===== src/rtl/vedic_mul8_sequencer_pkg.sv =====
// Shared definitions for the 8x8 Vedic multiply sequencer.
// Contents: FSM state codes, datapath widths, the partial-product shift
// table and the tag record that travels beside each in-flight core result.
package vedic_mul8_sequencer_pkg;

    // FSM state encoding (2-bit)
    localparam logic [1:0] ST_IDLE  = 2'd0;
    localparam logic [1:0] ST_ISSUE = 2'd1;
    localparam logic [1:0] ST_DRAIN = 2'd2;
    localparam logic [1:0] ST_DONE  = 2'd3;

    localparam int NIB_W  = 4;
    localparam int PP_W   = 8;
    localparam int PROD_W = 16;
    localparam int SH_W   = 4;

    // Left shift applied to partial product k before accumulation
    localparam logic [SH_W-1:0] SH_K0 = 4'd0;  // AL*BL
    localparam logic [SH_W-1:0] SH_K1 = 4'd4;  // AH*BL
    localparam logic [SH_W-1:0] SH_K2 = 4'd4;  // AL*BH
    localparam logic [SH_W-1:0] SH_K3 = 4'd8;  // AH*BH

    typedef struct packed {
        logic            vld;
        logic [SH_W-1:0] sh;
    } pp_tag_t;

    function automatic logic [SH_W-1:0] pp_shift(input logic [1:0] k);
        logic [SH_W-1:0] s;
        case (k)
            2'd0:    s = SH_K0;
            2'd1:    s = SH_K1;
            2'd2:    s = SH_K2;
            default: s = SH_K3;
        endcase
        return s;
    endfunction

endpackage


===== src/rtl/vedic_mul8_sequencer_pp_accumulator.sv =====
// vedic_pp_accumulator: tag pipe plus 16-bit shift-add accumulator.
// Every issue pushes {valid, shift} into a MUL_LAT-deep pipe so the shift
// arrives together with the core result it belongs to.
// Ports:
//   clk_i, rst_i   clock, synchronous active-high reset
//   push_i         a partial product is issued to the core this cycle
//   shift_i        shift amount for that partial product
//   mul_p_i        core result (valid when the oldest tag is valid)
//   clear_i        zero the accumulator (new operation accepted)
//   flush_i        drop all in-flight tags and zero the accumulator
//   acc_o          accumulated product
//   empty_o        no tag remains behind the one emerging this cycle, so the
//                  accumulator is final after this clock edge
module vedic_pp_accumulator
    import vedic_mul8_sequencer_pkg::*;
#(
    parameter int MUL_LAT = 1
) (
    input  logic              clk_i,
    input  logic              rst_i,
    input  logic              push_i,
    input  logic [SH_W-1:0]   shift_i,
    input  logic [PP_W-1:0]   mul_p_i,
    input  logic              clear_i,
    input  logic              flush_i,
    output logic [PROD_W-1:0] acc_o,
    output logic              empty_o
);

    logic              add_en;
    logic [SH_W-1:0]   add_sh;
    logic [PROD_W-1:0] acc_q, acc_d;

    generate
        if (MUL_LAT == 0) begin : g_comb
            // Combinational core: result belongs to the issue in this cycle
            assign add_en  = push_i;
            assign add_sh  = shift_i;
            assign empty_o = 1'b1;
        end else begin : g_pipe
            pp_tag_t [MUL_LAT-1:0] tag_q, tag_d;

            always_comb begin
                tag_d        = '0;
                tag_d[0].vld = push_i;
                tag_d[0].sh  = shift_i;
                for (int i = 1; i < MUL_LAT; i++) tag_d[i] = tag_q[i-1];
            end

            always_ff @(posedge clk_i) begin
                if (rst_i || flush_i) tag_q <= '0;
                else                  tag_q <= tag_d;
            end

            // The last stage is consumed this cycle; only younger stages
            // keep the accumulator from being final.
            always_comb begin
                empty_o = 1'b1;
                for (int i = 0; i < MUL_LAT - 1; i++)
                    if (tag_q[i].vld) empty_o = 1'b0;
            end

            assign add_en = tag_q[MUL_LAT-1].vld;
            assign add_sh = tag_q[MUL_LAT-1].sh;
        end
    endgenerate

    // Max 255*255 = 0xFE01 fits in 16 bits, so no overflow handling
    always_comb begin
        acc_d = clear_i ? '0 : acc_q;
        if (add_en) acc_d = acc_d + (PROD_W'(mul_p_i) << add_sh);
    end

    always_ff @(posedge clk_i) begin
        if (rst_i || flush_i) acc_q <= '0;
        else                  acc_q <= acc_d;
    end

    assign acc_o = acc_q;

endmodule


===== src/rtl/vedic_mul8_sequencer.sv =====
// vedic_mul8_sequencer: 8x8 unsigned multiply by time-sharing one external
// 4x4 core. Operands are split into nibbles and the four partial products
// AL*BL, AH*BL, AL*BH, AH*BH are issued one per cycle, then shift-added.
// Ports:
//   clk_i, rst_i                 clock, synchronous active-high reset
//   in_valid_i/in_ready_o        operand handshake, a_i/b_i operands
//   out_valid_o/out_ready_i      product handshake, product_o = a*b
//   busy_o                       FSM not in IDLE
//   mul_issue_o, mul_a_o, mul_b_o  request to the shared core
//   mul_p_i                      core result, MUL_LAT cycles after issue
module vedic_mul8_sequencer
    import vedic_mul8_sequencer_pkg::*;
#(
    parameter int MUL_LAT = 1
) (
    input  logic              clk_i,
    input  logic              rst_i,
    input  logic              in_valid_i,
    output logic              in_ready_o,
    input  logic [7:0]        a_i,
    input  logic [7:0]        b_i,
    output logic              out_valid_o,
    input  logic              out_ready_i,
    output logic [PROD_W-1:0] product_o,
    output logic              busy_o,
    output logic              mul_issue_o,
    output logic [NIB_W-1:0]  mul_a_o,
    output logic [NIB_W-1:0]  mul_b_o,
    input  logic [PP_W-1:0]   mul_p_i
);

    // With a combinational core there is nothing to wait for after k=3
    localparam logic [1:0] ST_AFTER_ISSUE = (MUL_LAT > 0) ? ST_DRAIN : ST_DONE;

    logic [1:0]        state_q, state_d;
    logic [1:0]        k_q, k_d;
    logic [7:0]        a_q, a_d, b_q, b_d;
    logic              accept, issue, acc_empty;
    logic [PROD_W-1:0] acc;

    assign accept = (state_q == ST_IDLE) && in_valid_i;
    assign issue  = (state_q == ST_ISSUE);

    always_comb begin
        state_d = state_q;
        k_d     = k_q;
        a_d     = a_q;
        b_d     = b_q;
        case (state_q)
            ST_IDLE: begin
                if (in_valid_i) begin
                    a_d     = a_i;
                    b_d     = b_i;
                    k_d     = 2'd0;
                    state_d = ST_ISSUE;
                end
            end
            ST_ISSUE: begin
                k_d = k_q + 2'd1;
                if (k_q == 2'd3) state_d = ST_AFTER_ISSUE;
            end
            ST_DRAIN: begin
                if (acc_empty) state_d = ST_DONE;
            end
            default: begin
                if (out_ready_i) state_d = ST_IDLE;
            end
        endcase
    end

    always_ff @(posedge clk_i) begin
        if (rst_i) begin
            state_q <= ST_IDLE;
            k_q     <= 2'd0;
            a_q     <= 8'd0;
            b_q     <= 8'd0;
        end else begin
            state_q <= state_d;
            k_q     <= k_d;
            a_q     <= a_d;
            b_q     <= b_d;
        end
    end

    // k[0] selects the high nibble of a, k[1] the high nibble of b
    assign mul_issue_o = issue;
    assign mul_a_o     = !issue ? '0 : (k_q[0] ? a_q[7:4] : a_q[3:0]);
    assign mul_b_o     = !issue ? '0 : (k_q[1] ? b_q[7:4] : b_q[3:0]);

    vedic_pp_accumulator #(.MUL_LAT(MUL_LAT)) u_acc (
        .clk_i   (clk_i),
        .rst_i   (rst_i),
        .push_i  (issue),
        .shift_i (pp_shift(k_q)),
        .mul_p_i (mul_p_i),
        .clear_i (accept),
        .flush_i (rst_i),
        .acc_o   (acc),
        .empty_o (acc_empty)
    );

    // in_ready must already read 0 in the reset cycle itself
    assign in_ready_o  = (state_q == ST_IDLE) && !rst_i;
    assign busy_o      = (state_q != ST_IDLE);
    assign out_valid_o = (state_q == ST_DONE);
    assign product_o   = out_valid_o ? acc : '0;

endmodule


===== config.mk =====
export PLATFORM = sky130hd
export DESIGN_NAME = vedic_mul8_sequencer
export DESIGN_NICKNAME = d
export VERILOG_FILES = /design/src/rtl/vedic_mul8_sequencer_pkg.sv /design/src/rtl/vedic_mul8_sequencer_pp_accumulator.sv /design/src/rtl/vedic_mul8_sequencer.sv
export SDC_FILE = /design/constraint.sdc
export NUM_CORES = 1
export LEC_CHECK = 0
export BUFFER_PORTS_ARGS = -buffer_cell sky130_fd_sc_hd__buf_2
export CAP_MARGIN = 0
export CELL_PAD_IN_SITES_DETAIL_PLACEMENT = 1
export CELL_PAD_IN_SITES_GLOBAL_PLACEMENT = 1
export CORE_MARGIN = 2
export CORE_UTILIZATION = 35
export CTS_BUF_LIST = sky130_fd_sc_hd__clkbuf_8
export DETAILED_ROUTE_END_ITERATION = 12
export PLACE_DENSITY = 0.83
export SYNTH_ARGS = -nofsm -noshare
export SYNTH_HDL_FRONTEND = slang
export SYNTH_SLANG_ARGS = --single-unit

===== constraint.sdc =====
create_clock -name clk_i -period 7.6 [get_ports clk_i]
set_input_delay 1.52 -clock clk_i [delete_from_list [all_inputs] [get_ports clk_i]]
set_output_delay 1.52 -clock clk_i [all_outputs]
set_load 0.01 [all_outputs]

==> results.py, run 1 <==
metrics = {
    "final_layout": {
        "area_growth_pct": 16.2,
        "fillers": 966,
        "antennaDiodeCount": 0,
        "layout.nets": 434,
        "final_layout_size_suffix_gt1_share_pct": 17.7,
    },
    "clocking": {
        "cts_buffer_depth": 2,
        "cts_tree": "done",
        "cts.sinks": 39,
        "cts_made_buffers": 5,
        "clk_latency_ns": 0.29,
        "cts-root-buf": "clkbuf_8",
        "clk_pin_slew_worst_paths_ns": 0.08,
        "ctsHoldBuffers": 0,
        "htreeDepth": 2,
        "post-cts-setup-buffer-count": 0,
        "ctsResizeCount": 0,
    },
    "yosys": {
        "syn-num-nets": 390,
        "synth-simple-area-share_pct": 25.6,
        "synth_edf_count": 0,
        "ys_async_sr_fraction_pct": 0,
        "yosysWarnings": 0,
        "ys_seq_elements": 39,
        "synth_adder_area_share_pct": 10.9,
        "yosys.area_share.xor_xnor_pct": 2.92,
        "synth_top_cell_area_share_pct": 28.9,
        "synth_top_area_cell": "dfxtp_1",
        "synth_compound_area_share_pct": 20.2,
        "synth_area_um2": 2700,
        "synth_area_leaders": "dfxtp_1 (29%), ha_1 (10%), and2_1 (8.6%), mux2i_1 (7.8%), a21oi_1 (5.6%)",
        "syn_avg_cell_area_um2": 7.97,
        "syn_inst": 339,
        "synth.area.mux_share_pct": 7.78,
        "synth.distinct_cells": 40,
        "ys.flop_type": "dfxtp_1",
        "seq_area_frac_synth_pct": 28.9,
        "synth_top_family_by_area": "simple AND/OR/NAND/NOR gates",
    },
    "global_routing": {
        "track_usage_pct": 17.5,
        "grt_pass1_vias": 2570,
        "grt_max_degree": 37,
        "grt_overflow_total": 0,
        "antenna_found_initial": 0,
        "grt_first_pass_wirelength_um": 12100,
    },
    "sta": {
        "drv_slew": 0,
        "finalCritPeriodShare_pct": 51.2,
        "setup_viol": 0,
        "rsz0062_at_grt": "no",
        "skew_ns": 0.0104,
        "setup_tns_ns": 0,
        "timing.hold.ws_ns": 0.457,
        "slew_headroom_pct": 34.8,
        "min_period_ns": 3.89,
        "hold_viol_final": 0,
        "worst_pin_slew_ns": 0.970,
        "fmax_mhz": 257,
    },
    "setup_path": {
        "required_ns": 7.77,
        "criticalPathCategory": "in2reg",
        "crit_path_start_kind": "primary input",
        "reg2reg_depth": 12,
        "critPathArrivalTime_ns": 4.06,
        "endpoint_kind": "register",
        "cp_max_fo": 32,
    },
    "power_and_ir_drop": {
        "power_frac_clock_pct": 24.4,
        "p_leak_uw": 0.00142,
        "intPower_uw": 398,
        "power.density_nw_per_um2": 203,
        "switching_share_pct": 37.5,
        "vdd_drop_max_mv": 0.0975,
        "p_seq_share_pct": 40.3,
        "p_switching_uw": 239,
        "power_frac_comb_pct": 35.3,
    },
    "status": {
        "status": "completed",
    },
    "route": {
        "ant_nets": 0,
        "vias": 2527,
        "vias_per_cell": 5.20,
        "drcViolationCount": 0,
        "drt-total-wl_um": 7170,
        "drt_pass1_iterations": 4,
        "wire_per_inst_um": 14.8,
        "drt_iter0_markers": 104,
    },
    "die": {
        "floorplan.initialDensity_pct": 35.5,
        "die_height_um": 91.9,
        "core-area_um2": 7610,
        "std_cell_rows": 32,
        "die_x_um": 91.9,
        "io_pins": 56,
        "die_area_um2": 8440,
    },
    "place": {
        "numPortBuffers": 55,
        "gp_congestion": 0.858,
        "place_hpwl_um": 5490,
    },
    "min_path": {
        "holdCritPathClass": "reg2reg",
        "holdPathStages": 2,
    },
    "run": {
        "cap_violations": 0,
    },
}
-- layer usage --
| layer | vias up | global-route usage, % | share of wire [%] |
|---|---|---|---|
| met5 | - | 0 | 0 |
| met4 | 0 | 3.61 | 0.74 |
| met3 | 7 | 2.96 | 3.9 |
| met2 | 50 | 31.2 | 50 |
| met1 | 1204 | 22.2 | 45 |
| li1 | 1266 | - | - |
-- worst max-delay path, stage by stage --
cell,delay [ns]
buf_2,0.11
nand2_1,0.05
buf_4,0.30
and2_1,0.25
ha_1,0.27
a211oi_1,0.40
o31ai_4,0.13
a21oi_2,0.27
o31ai_4,0.10
mux2i_1,0.14
or4_1,0.51
-- cells in the final DEF, fill, tap and decap left out, types with 2 or more instances in the layout --
master / instances
a211oi_1: 5
a21o_1: 7
a21oi_1: 30
a22o_1: 9
a32o_1: 3
a32oi_1: 2
and2_1: 37
buf_2: 55
clkbuf_8: 7
dfxtp_1: 39
ha_1: 22
inv_1: 9
mux2i_1: 21
nand2_1: 37
nand2b_1: 2
nand3_1: 6
nand4_1: 2
nor2_1: 37
nor2b_1: 10
nor3_1: 5
o21ai_0: 8
o31ai_4: 2
or3_1: 3
xnor2_1: 6
xor2_1: 3
-- flip-flops by register name, summed over array words and instances (netlist names) --
name and count:
u_acc.add_en 1, k_q 2, u_acc.add_sh 2, b_q 8, u_acc.acc_o 16, state_q 2, a_q 8
-- stage by stage --
stage	cells	worst slack, ns	power (uW)	utilization [%]	cell area [um2]
finish	486	3.71	636	41.3	3140
global route	486	3.52	683	41.3	3140
CTS	486	3.68	642	41.3	3140
detailed placement	478	3.37	488	40.0	3040
global placement	478	3.51	476	40.0	3040
floorplan	339	3.80	422	-	2700
-- Yosys cell counts, types with 2 or more instances --
cell type and instances:
nand2b_1 2, a32o_1 3, a21oi_1 30, xor2_1 3, nand2_1 37, mux2i_1 21
ha_1 22, nor3_1 5, o31ai_4 2, nor2_1 37, nand4_1 2, a211oi_1 5
or3_1 3, inv_1 8, and2_1 37, clkbuf_1 19, dfxtp_1 39, xnor2_1 6
a22o_1 9, nor2b_1 10, o21ai_0 8, nand3_1 6, a21o_1 7, a32oi_1 2
-- power by group through the flow --
stage / logic [uW] / clock network (uW) / registers [uW]
6_report: 225 / 155 / 257
5_1_grt: 255 / 168 / 261
4_1_cts: 228 / 157 / 257
3_5_place_dp: 226 / 0 / 261
3_3_place_gp: 217 / 0 / 260
2_1_floorplan: 175 / 0 / 246
-- layout make-up --
type                            count  area (um2)  area share [%]
Tap cell                          102         128            4.06
Multi-Input combinational cell    273        1820            57.9
Sequential cell                    39         781            24.9
Inverter                            8        30.0           0.956
Clock inverter                      1        3.75           0.119
Timing Repair Buffer               56         283            9.00
Clock buffer                        7        96.3            3.07
-- logic make-up after synthesis --
| family | after synthesis |
|---|---|
| AO/OA/AOI/OAI | 78 |
| flip-flops | 39 |
| adder cells (fa/ha/maj) | 23 |
| AND/OR/NAND/NOR | 142 |
| XOR/XNOR | 9 |
| buffers and inverters | 27 |
| multiplexers | 21 |
-- final timing paths --
check	start	endpoint	slack, ns
min	b_q[0]	b_q[0]	0.46
min reg2reg	b_q[0]	b_q[0]	0.46
max reg2reg	state_q[0]	u_acc.acc_o[15]	4.27
max	in_valid_i	u_acc.acc_o[15]	3.71
(Power assumes the default switching activity.)
==> run 2: changes to the inputs <==
--- a/config.mk
+++ b/config.mk
@@ -5,6 +5,7 @@
 export SDC_FILE = /design/constraint.sdc
 export NUM_CORES = 1
 export LEC_CHECK = 0
+export ABC_AREA = 1
 export BUFFER_PORTS_ARGS = -buffer_cell sky130_fd_sc_hd__buf_2
 export CAP_MARGIN = 0
 export CELL_PAD_IN_SITES_DETAIL_PLACEMENT = 1
@@ -13,7 +14,7 @@
 export CORE_UTILIZATION = 35
 export CTS_BUF_LIST = sky130_fd_sc_hd__clkbuf_8
 export DETAILED_ROUTE_END_ITERATION = 12
-export PLACE_DENSITY = 0.83
+export PLACE_DENSITY = 0.87
 export SYNTH_ARGS = -nofsm -noshare
 export SYNTH_HDL_FRONTEND = slang
 export SYNTH_SLANG_ARGS = --single-unit
==> constraint.sdc (replaced) <==
create_clock -name clk_i -period 3.85 [get_ports clk_i]
set_input_delay 0.77 -clock clk_i [delete_from_list [all_inputs] [get_ports clk_i]]
set_output_delay 0.77 -clock clk_i [all_outputs]
set_load 0.01 [all_outputs]
==> run 2 against run 1 <==
Die area is 9.6% higher. Routed wire length up 29%. Setup slack got worse by 2.9 ns. Critical path type is now reg2reg. Critical endpoint is now u_acc.acc_o[9]. Largest cell class unchanged. Highest routed layer unchanged.
==> results.py, run 2 <==
metrics = {
    "sta": {
        "setup_tns_ns": 0,
        "min_period_ns": 3.00,
        "rsz0062_at_grt": "no",
        "slew_headroom_pct": 50.9,
        "hold_viol_final": 0,
        "setup_viol": 0,
        "fmax_mhz": 334,
        "drv_slew": 0,
        "finalCritPeriodShare_pct": 77.8,
        "worst_pin_slew_ns": 0.736,
        "skew_ns": 0.00556,
    },
    "setup_path": {
        "rrSetupSlack_ns": 0.85,
        "cp_max_fo": 18,
        "criticalPathCategory": "reg2reg",
        "critPathArrivalTime_ns": 3.21,
        "crit_path_start_kind": "register",
        "endpoint_kind": "register",
        "required_ns": 4.07,
    },
    "yosys": {
        "synth_edf_count": 0,
        "syn_avg_cell_area_um2": 5.96,
        "synth_top_area_cell": "dfxtp_1",
        "syn-num-nets": 550,
        "synth_common_cells": "nand2_1 (120), inv_1 (98), nor2_1 (73)",
        "syn_inst": 499,
        "ys_async_sr_fraction_pct": 0,
        "yosysWarnings": 0,
        "ys_seq_elements": 39,
        "ys.flop_type": "dfxtp_1",
        "synth_area_um2": 2980,
        "seq_area_frac_synth_pct": 26.2,
        "synth_most_common_cell": "nand2_1",
        "synth_area_leaders": "dfxtp_1 (26%), nand2_1 (15%), inv_1 (12%), ha_1 (9.3%), nor2_1 (9.2%)",
        "synth_top_cell_area_share_pct": 26.2,
        "synth.distinct_cells": 33,
    },
    "status": {
        "status": "completed",
    },
    "run": {
        "cap_violations": 0,
    },
    "clocking": {
        "cts_buffer_depth": 2,
        "clk_pin_slew_worst_paths_ns": 0.09,
        "cts-root-buf": "clkbuf_8",
        "ctsResizeCount": 0,
        "cts_tree": "done",
        "ctsHoldBuffers": 0,
        "cts_made_buffers": 5,
        "post-cts-setup-buffer-count": 0,
        "htreeDepth": 2,
        "cts.sinks": 39,
        "clk_latency_ns": 0.31,
    },
    "die": {
        "core-area_um2": 8220,
        "floorplan.initialDensity_pct": 36.2,
        "die_height_um": 96.2,
        "die_x_um": 96.2,
        "die_area_um2": 9250,
        "std_cell_rows": 33,
        "io_pins": 56,
    },
    "global_routing": {
        "antenna_found_initial": 0,
        "use_met2_pct": 36.9,
        "met1_usage_pct": 26.4,
        "grt_busiest_layer": "met2",
        "track_usage_pct": 20.8,
        "gr-usage-met3_pct": 2.90,
        "grt_pass1_vias": 3163,
        "grt_first_pass_wirelength_um": 15000,
        "grt_max_degree": 26,
        "grt_overflow_total": 0,
    },
    "min_path": {
        "holdCritPathClass": "reg2reg",
    },
    "final_layout": {
        "largest_reg_flops": 16,
        "area_growth_pct": 14.9,
        "final_cell_mix": "nand2_1 (120), inv_1 (98), nor2_1 (73)",
        "layout.nets": 595,
        "fillers": 1169,
        "antennaDiodeCount": 0,
        "layout_commonest_cell": "nand2_1",
        "final_layout_size_suffix_gt1_share_pct": 15.6,
    },
    "route": {
        "vias": 3168,
        "drt-total-wl_um": 9280,
        "wire_per_inst_um": 14.3,
        "drcViolationCount": 0,
        "drt_pass1_iterations": 4,
        "drt_iter0_markers": 125,
        "vias_per_cell": 4.87,
        "ant_nets": 0,
    },
    "power_and_ir_drop": {
        "total_power_uw": 1670,
        "power.density_nw_per_um2": 490,
        "vdd_drop_max_mv": 0.193,
        "p_leak_uw": 0.00206,
    },
    "place": {
        "numPortBuffers": 55,
        "place_hpwl_um": 7090,
        "gp_congestion": 0.917,
    },
}
[run 2: cell types whose count changed in the layout (fill, tap and decap cells not counted), sizes merged, moves of 4 or more]
cell / change
nand3: +24
nand2: +89
and2: -36
a22o: -9
o21ai: +27
inv: +94
nor2: +37
a21oi: -7
nor2b: -10
mux2i: -21
a21o: -7
a211oi: -4
[run 2: layer usage]
metal	wire (um)	share of wire [%]	vias to the layer above
li1	-	-	1608
met1	4310	46	1501
met2	4580	49	50
met3	272	2.9	9
met4	129	1.4	0
met5	0	0	-
[run 2: cells by family (layout without fill, tap and decap cells)]
logic type                 count (synthesis)  after routing  synth area share, %
adders and majority gates                 23             23                 9.92
xor gates and xnor gates                   4              4                 1.18
AOI/OAI and AO/OA                         68             68                 12.5
buffers and inverters                    121            167                 15.8
DFF                                       39             39                 26.2
and+or+nand+nor                          244            244                 34.3
[run 2: where the power goes]
part | leakage (uW) | internal, uW | switching (uW) | total (uW)
combinational | 0.00169 | 248 | 468 | 716
sequential | 0.000320 | 502 | 87.8 | 590
clock | 0.0000581 | 194 | 176 | 370
[run 2: worst max-delay path, stage by stage, from the launching register on]
cell and delay (ns):
dfxtp_1 0.40, inv_1 0.10, ha_1 0.23, nand2_1 0.41
inv_2 0.28, nor2_1 0.22, ha_1 0.30, or2_4 0.26
nand3b_1 0.14, nand2_2 0.11, nand2_1 0.10, nand2_1 0.07
nand2_1 0.06, nand3_1 0.08, nand2_1 0.10, inv_1 0.04
[run 2: through the flow]
stage / area, um2 / util (%) / hold WS, ns / setup WS, ns / std cells
final: 3420 / 41.6 / 0.486 / 0.853 / 650
after global routing: 3420 / 41.6 / 0.525 / 0.637 / 650
after CTS: 3420 / 41.6 / 0.492 / 0.927 / 650
after detailed placement: 3310 / 40.2 / 0.472 / 0.786 / 642
after global placement: 3310 / 40.2 / 0.461 / 0.890 / 642
after floorplan: 2980 / - / 0.449 / 1.41 / 499
[run 2: area by class of cell]
| class | instances | area (um2) | area share [%] |
|---|---|---|---|
| Multi-Input combinational cell | 339 | 1720 | 50.4 |
| Sequential cell | 39 | 781 | 22.8 |
| Inverter | 103 | 387 | 11.3 |
| Timing Repair Buffer | 56 | 283 | 8.27 |
| Tap cell | 105 | 131 | 3.84 |
| Clock buffer | 5 | 68.8 | 2.01 |
| Clock inverter | 3 | 43.8 | 1.28 |
[run 2: worst paths after layout]
check,to,startpoint,depth (start not counted)
setup / recovery,u_acc.acc_o[9],state_q[0],15
hold / removal,b_q[0],b_q[0],2
setup reg to reg,u_acc.acc_o[9],state_q[0],15
hold reg to reg,b_q[0],b_q[0],2
